File: src/rtl/memory_pkg.sv
`default_nettype none
// ============================================================================
//  Module  : memory_pkg
//  Purpose : Shared constants and types for the sample-memory writer and
//            playback reader (bus widths, memory depth, reader FSM encoding,
//            default gain format and read timeout).
//  Ports   : none (package)
//  Rev     : 1.0  initial release
// ============================================================================
package memory_pkg;

  // Sample memory geometry shared by writer and reader
  localparam int ADDR_WIDTH = 16;
  localparam int DATA_WIDTH = 16;
  localparam int MEM_DEPTH  = 65536;

  // Writer-side constants
  localparam logic [ADDR_WIDTH-1:0] WRITER_ADDR_RESET = '0;
  localparam logic [ADDR_WIDTH-1:0] WRITER_ADDR_LAST  = ADDR_WIDTH'(MEM_DEPTH - 1);

  // Reader defaults: unsigned Q8.8 gain, ~255-cycle memory timeout
  localparam int DEFAULT_GAIN_FRAC_BITS = 8;
  localparam int DEFAULT_TIMEOUT_CYCLES = 255;

  // Playback reader FSM encoding
  typedef enum logic [1:0] {
    ST_IDLE  = 2'd0,
    ST_REQ   = 2'd1,
    ST_SCALE = 2'd2,
    ST_OUT   = 2'd3
  } reader_state_t;

endpackage : memory_pkg
`default_nettype wire

File: src/rtl/sample_tick_sync.sv
`default_nettype none
// ============================================================================
//  Module  : sample_tick_sync
//  Purpose : Brings the asynchronous sample-rate clock into the clk domain
//            with a 2-FF synchronizer and emits a one-cycle tick on each
//            synchronized rising edge.
//  Ports   : clk       - system clock
//            rst       - asynchronous active-high reset
//            async_in  - asynchronous sample-rate clock
//            tick      - one-cycle pulse per rising edge of async_in
//  Rev     : 1.0  initial release
// ============================================================================
module sample_tick_sync (
  input  logic clk,
  input  logic rst,
  input  logic async_in,
  output logic tick
);

  logic       r_meta;
  logic       r_sync;
  logic       r_prev;
  logic [2:0] r_fill;

  // r_fill marks which pipeline stages hold a genuinely sampled value since
  // reset release. Edge detection is enabled only once r_prev is real, so a
  // level that was already high during reset never looks like an edge.
  always_ff @(posedge clk or posedge rst) begin
    if (rst) begin
      r_meta <= 1'b0;
      r_sync <= 1'b0;
      r_prev <= 1'b0;
      r_fill <= 3'b000;
    end else begin
      r_meta <= async_in;
      r_sync <= r_meta;
      r_prev <= r_sync;
      r_fill <= {r_fill[1:0], 1'b1};
    end
  end

  assign tick = r_fill[2] & r_sync & ~r_prev;

endmodule : sample_tick_sync
`default_nettype wire

File: src/rtl/playback_reader.sv
`default_nettype none
// ============================================================================
//  Module  : playback_reader
//  Purpose : On each sample-rate tick, reads one delayed sample from the
//            circular sample memory, applies an unsigned Q8.8 gain with
//            saturation and presents it with a one-cycle valid pulse.
//  Ports   : clk, rst              - clock, asynchronous active-high reset
//            adc_clock             - asynchronous sample-rate clock
//            loop                  - playback enable
//            write_addr            - current writer address
//            delay_reverb          - read offset behind write_addr
//            loop_length           - buffer length (0 = full space)
//            gain                  - unsigned Q8.8 gain
//            mem_ready, mem_data   - memory read-valid / read data
//            memory_re, address_out- memory read request / address
//            data_out, data_valid  - scaled sample and its update pulse
//            busy                  - FSM not idle
//            timeout_err, overrun  - sticky error flags
//  Rev     : 1.0  initial release
// ============================================================================
module playback_reader
  import memory_pkg::*;
#(
  parameter int TIMEOUT_CYCLES = DEFAULT_TIMEOUT_CYCLES,
  parameter int GAIN_FRAC_BITS = DEFAULT_GAIN_FRAC_BITS
) (
  input  logic                  clk,
  input  logic                  rst,
  input  logic                  adc_clock,
  input  logic                  loop,
  input  logic [ADDR_WIDTH-1:0] write_addr,
  input  logic [ADDR_WIDTH-1:0] delay_reverb,
  input  logic [ADDR_WIDTH-1:0] loop_length,
  input  logic [15:0]           gain,
  input  logic                  mem_ready,
  input  logic [DATA_WIDTH-1:0] mem_data,
  output logic                  memory_re,
  output logic [ADDR_WIDTH-1:0] address_out,
  output logic [DATA_WIDTH-1:0] data_out,
  output logic                  data_valid,
  output logic                  busy,
  output logic                  timeout_err,
  output logic                  overrun
);

  localparam int TIMER_W = (TIMEOUT_CYCLES > 2) ? $clog2(TIMEOUT_CYCLES) : 1;
  // Last count value: memory_re stays high for exactly TIMEOUT_CYCLES cycles
  localparam logic [TIMER_W-1:0] TIMER_LAST = TIMER_W'(TIMEOUT_CYCLES - 1);

  localparam logic signed [32:0] SAT_MAX = 33'sd32767;
  localparam logic signed [32:0] SAT_MIN = -33'sd32768;

  reader_state_t         r_state;
  logic [15:0]           r_gain;
  logic [DATA_WIDTH-1:0] r_sample;
  logic [DATA_WIDTH-1:0] r_scaled;
  logic [TIMER_W-1:0]    r_timer;

  logic                  w_tick;
  logic [ADDR_WIDTH-1:0] w_delay;
  logic [ADDR_WIDTH-1:0] w_addr;
  logic signed [32:0]    w_prod;
  logic signed [32:0]    w_shift;
  logic [DATA_WIDTH-1:0] w_sat;

  sample_tick_sync u_tick_sync (
    .clk      (clk),
    .rst      (rst),
    .async_in (adc_clock),
    .tick     (w_tick)
  );

  // Read address behind the writer, wrapping inside the active loop region.
  // With loop_length == 0 the natural 16-bit wrap of the subtraction already
  // covers the full address space.
  always_comb begin
    w_delay = delay_reverb;
    if ((loop_length != '0) && (delay_reverb >= loop_length)) begin
      w_delay = loop_length - 1'b1;
    end
    if ((loop_length == '0) || (write_addr >= w_delay)) begin
      w_addr = write_addr - w_delay;
    end else begin
      w_addr = write_addr + loop_length - w_delay;
    end
  end

  // Signed sample x unsigned gain: the gain gets a zero sign bit so the
  // 33-bit signed multiply treats it as non-negative.
  always_comb begin
    w_prod  = $signed({{17{r_sample[DATA_WIDTH-1]}}, r_sample}) *
              $signed({17'd0, r_gain});
    w_shift = w_prod >>> GAIN_FRAC_BITS;
    if (w_shift > SAT_MAX) begin
      w_sat = 16'h7FFF;
    end else if (w_shift < SAT_MIN) begin
      w_sat = 16'h8000;
    end else begin
      w_sat = w_shift[DATA_WIDTH-1:0];
    end
  end

  always_ff @(posedge clk or posedge rst) begin
    if (rst) begin
      r_state     <= ST_IDLE;
      r_gain      <= '0;
      r_sample    <= '0;
      r_scaled    <= '0;
      r_timer     <= '0;
      memory_re   <= 1'b0;
      address_out <= '0;
      data_out    <= '0;
      data_valid  <= 1'b0;
      busy        <= 1'b0;
      timeout_err <= 1'b0;
      overrun     <= 1'b0;
    end else begin
      data_valid <= 1'b0;

      if (w_tick && (r_state != ST_IDLE)) begin
        overrun <= 1'b1;
      end

      case (r_state)
        ST_IDLE: begin
          if (w_tick && loop) begin
            address_out <= w_addr;
            r_gain      <= gain;
            r_timer     <= '0;
            memory_re   <= 1'b1;
            busy        <= 1'b1;
            r_state     <= ST_REQ;
          end
        end

        ST_REQ: begin
          if (mem_ready) begin
            r_sample  <= mem_data;
            memory_re <= 1'b0;
            r_state   <= ST_SCALE;
          end else if (r_timer == TIMER_LAST) begin
            timeout_err <= 1'b1;
            memory_re   <= 1'b0;
            busy        <= 1'b0;
            r_state     <= ST_IDLE;
          end else begin
            r_timer <= r_timer + 1'b1;
          end
        end

        ST_SCALE: begin
          r_scaled <= w_sat;
          r_state  <= ST_OUT;
        end

        ST_OUT: begin
          data_out   <= r_scaled;
          data_valid <= 1'b1;
          busy       <= 1'b0;
          r_state    <= ST_IDLE;
        end

        default: begin
          memory_re <= 1'b0;
          busy      <= 1'b0;
          r_state   <= ST_IDLE;
        end
      endcase
    end
  end

endmodule : playback_reader
`default_nettype wire
File: config.mk
export PLATFORM = sky130hd
export DESIGN_NAME = playback_reader
export DESIGN_NICKNAME = d
export VERILOG_FILES = /design/src/rtl/memory_pkg.sv /design/src/rtl/sample_tick_sync.sv /design/src/rtl/playback_reader.sv
export SDC_FILE = /design/constraint.sdc
export NUM_CORES = 1
export LEC_CHECK = 0
export BUFFER_PORTS_ARGS = -buffer_cell sky130_fd_sc_hd__buf_2
export CAP_MARGIN = 30
export CORE_MARGIN = 2
export CORE_UTILIZATION = 45
export DETAILED_ROUTE_END_ITERATION = 10
export PLACE_DENSITY = 0.62
export SETUP_SLACK_MARGIN = 0.05
export SYNTH_ARGS = -nofsm -noshare
export SYNTH_HDL_FRONTEND = slang
export SYNTH_SLANG_ARGS = --single-unit
File: constraint.sdc
create_clock -name clk -period 17.08 [get_ports clk]
set_clock_uncertainty 0.1 [all_clocks]
set_input_delay 2.562 -clock clk [delete_from_list [all_inputs] [get_ports clk]]
set_output_delay 2.562 -clock clk [all_outputs]
set_load 0.02 [all_outputs]
### Yosys cells after proc, flatten, opt, wreduce, memory -nomap -nowiden

Index checks and enable logic that the tools add are counted.

| operators by class | value |
|---|---|
| add/sub/neg operators | 5 |
| multiply operators | 1 |
| $lt $le $gt $ge | 4 |
| equal/unequal tests | 9 |
| muxes and demuxes | 19 |
| bitwise gates (word level) | 4 |
| reduce and logical (&&, ||, !) cells | 17 |

Operators by type and width:

| kind | number |
|---|---|
| 16-bit 2-to-1 mux | 4 |
| 16-bit by 17-bit multiplier with 33-bit output | 1 |
| 16-bit >= comparator | 2 |
| 16-bit subtractor | 2 |
| 25-bit by 16-bit greater-than comparator with 1-bit output (second input constant) | 1 |
| 25-bit by 16-bit < comparator with 1-bit output (second input constant) | 1 |
| 8-bit 2-to-1 mux | 3 |
| 16-bit adder | 1 |
| 16-bit zero test | 1 |
| 8-bit case mux with 2 select lines | 1 |
| 16-bit nonzero test | 1 |
| 16-bit by 1-bit subtractor with 16-bit output (second input constant) | 1 |
| 8-bit by 1-bit adder with 8-bit output (second input constant) | 1 |
| 8-bit == test (second input constant) | 1 |
| 2-bit != test (second input constant) | 4 |
| 2-bit case mux with 4 select lines | 1 |
| 4-bit AND reduction | 2 |
| 2-bit 2-to-1 mux | 3 |
| 2-bit AND reduction | 3 |
| 3-bit AND reduction | 2 |
| 1-bit 2-to-1 mux | 5 |
| 2-bit == test (second input constant) | 2 |
| 2-bit nonzero test | 2 |
| 1-bit logical AND | 3 |
| other kinds (9) | 11 |

| storage, ports and cells | value |
|---|---|
| register bits | 101 |
| input port bits | 85 |
| output and inout bits | 37 |
| word-level logic and storage cells | 75 |

### Depth between registers and ports, before layout

| logic depth | value |
|---|---|
| depth after elaboration | 6 |
| depth in mapped cells | 30 |
| gate-level depth less buffers | 29 |

### Hierarchy

Synthesis repeated with hierarchy kept, for this count alone.

| second synthesis, totals | value |
|---|---|
| cell total of the unflattened synthesis | 1658 |
| area total of the unflattened synthesis | 15209.6 µm² |

Modules (own cells, without submodules):

| module | instances | cells an instance | area an instance (µm²) | seq. area each (µm²) |
|---|---|---|---|---|
| playback_reader | 1 | 1649 | 15043.2 | 2377.3 |
| sample_tick_sync | 1 | 9 | 166.4 | 150.1 |

### Worst setup path after synthesis

OpenSTA, ideal clock, no wires.

| timing path | value |
|---|---|
| path kind | input-to-reg |
| start point | input delay_reverb[0] |
| end point | register address_out[14] |
| setup time | 0.076 ns |
| data arrival time | 7.638 ns |
| required time | 16.904 ns |
| slack | 9.265 ns |
| cell stages on the path | 28 |
| buffers on the path | 1 |
| cell sequence | inv_1 -> ha_1 -> nand2b_1 -> a21o_1 -> a21o_1 -> a21o_1 -> a21oi_1 -> nor2b_1 -> o21ai_0 -> a21oi_1 -> o31a_1 -> clkbuf_1 -> and4b_1 -> nor3_1 -> fa_1 -> inv_1 -> fa_1 -> nor2b_1 -> o21ai_0 -> a21boi_0 -> o21ai_0 -> a21boi_0 -> o2111ai_1 -> a311oi_1 -> o21ai_0 -> and3_1 -> o31a_1 -> o21ai_1 |

| on the way | value |
|---|---|
| cells in the longest elaborated chain, start to end | 6 |
| elaborated cells on any way between the ends | 8 |
| classes of those cells | add/sub: 2; order compare: 2; mux: 2; reduce/logical: 2 |

Ends and longest elaborated chain:

| element | line | source |
|---|---|---|
| start, declared | playback_reader.sv:32 | `input logic [ADDR_WIDTH-1:0] delay_reverb,` |
| 16-bit >= comparator | playback_reader.sv:78 | `if ((loop_length != '0) && (delay_reverb >= loop_length)) begin` |
| 1-bit logical AND | playback_reader.sv:78 |  |
| 16-bit 2-to-1 mux (*) | playback_reader.sv:78 |  |
| 16-bit >= comparator | playback_reader.sv:81 | `if ((loop_length == '0) \|\| (write_addr >= w_delay)) begin` |
| 1-bit logical OR | playback_reader.sv:81 |  |
| 16-bit 2-to-1 mux (*) | playback_reader.sv:81 |  |
| end signal, assigned | playback_reader.sv:127 | `address_out <= w_addr;` |
| end, declared | playback_reader.sv:38 | `output logic [ADDR_WIDTH-1:0] address_out,` |

Every way passes the cells marked *; elsewhere a longest branch is shown, timed or not.
A chain may end at the register's enable or synchronous reset.

### Worst setup path in the final report

| timing path | value |
|---|---|
| start point | input delay_reverb[0] |
| end point | register address_out[6] |

Same word-level chain as after synthesis.

==> results.txt <==
Cell Area, Synth: 15760 µm²
Residual DRC: 0
routing usage on met3: 2.846%
Initial DRC Count: 597
Synth cell types: 71
Mapped Nets: 2241
first-pass GRT wire length: 64780 µm
CP Max Fanout: 18
clock buffer depth: 2
post-synth top area share: 26.56%
Synth Instances: 1771
Max transition margin: 29.52%
area growth from synthesis to layout: 8.783%
die height: 191.1 µm
Detailed Place HPWL: 30660 µm
final wirelength: 37570 µm
register bit count reported by yosys: 101
Max-cap violations: 0
Slew @ Worst Pin: 1.053 ns
gr usage total: 22.12%
yosys warns: 0
outcome: completed
CTS Sinks: 101
hold buffer count at CTS: 0
Hold Path Class: flip-flop to flip-flop
gr busiest metal: met2
number of gates resized after cts: 0
Pre-antenna DRT Iters: 7
synthesized area per cell: 8.896 µm²
sequential share of the synthesized area: 16.04%
largest net degree at the start of global routing: 62
Slew Viols, Final: 0
setup TNS: 0 ns
Final min period: 8.264 ns
Post-CTS Setup Bufs: 0
worst endpoint required time: 17.28 ns
clock latency at the later pin of the worst-skew pair: 0.37 ns
final setup fails: 0
Final nets: 2320
die area: 36520 µm²
Rows: 68
number of port buffers: 121
crit share post-route: 48.38%
EDFF count, synth: 0
largest area contributor in the synthesized netlist: fa_1
starting density of the core: 45.61%
RSZ-0062 raised after global routing: no
crit path kind: input port to flip-flop
r2r setup slk: 9.36 ns
Critical Path Source Type: input port
GR Util met1: 29.83%
Async SR Flop Fraction: 100.0%
total gr overflow: 0
routed via count: 12240
drt via density: 5.297
Die W: 191.1 µm
clk slew on worst S/H paths: 0.08 ns
fraction of layout cells with a size suffix above 1: 10.62%
arrival time worst endpoint: 8.46 ns
initial antenna violation count: 0
antenna cells: 0
routed length per instance: 16.26 µm
Top Ports: 122
Fillers: 3386
fmax: 121.0 MHz
Global Route met2 Usage: 37.96%
gp weighted congestion: 0.9008
dominant cells by area after synthesis: fa_1, dfrtp_1, ha_1
htree depth: 3
CTS tree: yes
Hold Fails Final Rpt: 0
Post-DRT Antenna Nets: 0
Root Driver: clkbuf_16
CP endpoint kind: flip-flop
core area: 34540 µm²
Num CTS Buffers: 9
Main synth FF type: dfrtp_1
vias in the first global route: 12910
-- logic make-up after synthesis --
group	Yosys count	share of synthesized area, %
other	1	0.02380
AND/OR/NAND/NOR	593	18.64
flip-flops	101	16.04
XOR/XNOR	57	3.216
buffers and inverters	355	8.458
adder cells (fa/ha/maj)	385	40.53
multiplexers	46	3.177
AO/OA/AOI/OAI	233	9.911
-- sequential cells by signal, summed over array words and instances, names as in the netlist, 3 cells and up, named ones only --
register	flops
address_out	16
r_scaled	16
u_tick_sync.r_fill	3
data_out	16
r_gain	16
r_sample	16
r_timer	8
-- cell type report --
| class | count | area (µm²) | area share (%) |
|---|---|---|---|
| repair buffers | 129 | 716.9 | 4.183 |
| flip-flops and latches | 101 | 2527 | 14.75 |
| well taps | 455 | 569.3 | 3.322 |
| inverters | 294 | 1106 | 6.454 |
| clock buffers | 9 | 225.2 | 1.314 |
| clock inverters | 7 | 90.09 | 0.5256 |
| multi-input cells | 1315 | 11900 | 69.46 |
-- cells in the final DEF (no fill, tap or decap), types with 4 or more instances in the layout --
master	instances
o21ai_0	64
ha_1	176
a21o_1	26
o21bai_1	6
a211oi_1	21
nand3_1	27
nand4_1	15
or3_1	8
nor3b_1	6
nor2b_1	12
nand3b_1	4
a21oi_1	45
inv_1	291
buf_2	121
a31oi_1	8
nand2b_1	33
mux2_2	32
and2_1	126
nor4_1	6
o211ai_1	4
dfrtp_1	101
o21a_1	5
and3_1	12
xor2_1	20
nor2_1	67
mux2i_1	14
nor3_1	21
clkbuf_16	9
o221ai_1	4
a21boi_0	4
o21ai_1	8
fa_1	209
o31a_1	6
nand2_1	240
xnor2_1	36
clkinv_8	4
-- critical path, stage by stage --
cell and delay (ns):
buf_2 0.10, inv_1 0.06, ha_1 0.28, nand2b_1 0.14, a21o_1 0.17, a21o_1 0.17
a21o_1 0.16, a21oi_1 0.13, nor2b_1 0.05, o21ai_0 0.15, a21oi_1 0.09, o31a_1 0.47
o311ai_0 0.59, ha_1 0.27, inv_1 0.06, fa_1 0.39, a21o_1 0.18, a21oi_1 0.20
nand2b_1 0.13, a21boi_1 0.09, o41ai_2 0.36, o22ai_1 0.19, o41ai_1 0.48, a21oi_2 0.31
buf_8 0.24, o31a_1 0.29, o21ai_0 0.13
-- synth_stat cells, types with 20 or more instances --
master    number
nor2_1        67
clkbuf_1      58
a211oi_1      21
fa_1         209
xnor2_1       36
o21ai_0       64
mux2_2        32
and2_1       126
nor3_1        21
nand2b_1      33
a21oi_1       46
nand2_1      240
xor2_1        20
inv_1        292
ha_1         176
a21o_1        26
nand3_1       28
dfrtp_1      101
-- per-layer routing --
metal | vias up | wire length, µm
li1 | 5843 | -
met5 | - | 0
met3 | 35 | 1541
met1 | 6111 | 17320
met4 | 0 | 534
met2 | 246 | 18180
-- per-stage QoR --
step	setup slack [ns]	hold slack [ns]	std cells	utilization (%)	cell area (µm²)
floorplan	9.265	0.2312	1771	-	15760
CTS	8.548	0.2616	2308	49.54	17110
global placement	8.236	0.2325	2289	48.45	16730
global route	8.223	0.2732	2310	49.62	17140
finish	8.816	0.2545	2310	49.62	17140
detailed placement	8.165	0.2373	2292	48.63	16800
-- path summary, 6_finish.rpt --
| check | startpoint | depth (start not counted) | end |
|---|---|---|---|
| max | delay_reverb[0] | 27 | address_out[6] |
| min | u_tick_sync.r_fill[1] | 0 | u_tick_sync.r_fill[2] |
| max reg2reg | r_sample[7] | 22 | r_scaled[3] |
| min reg2reg | u_tick_sync.r_fill[1] | 0 | u_tick_sync.r_fill[2] |
| max in group asynchronous | rst | 3 | r_sample[15] |
| min in group asynchronous | rst | 2 | u_tick_sync.r_meta |
Power is not shown: default switching activity piles up to over one toggle a cycle in this logic, so the estimate is an artifact.
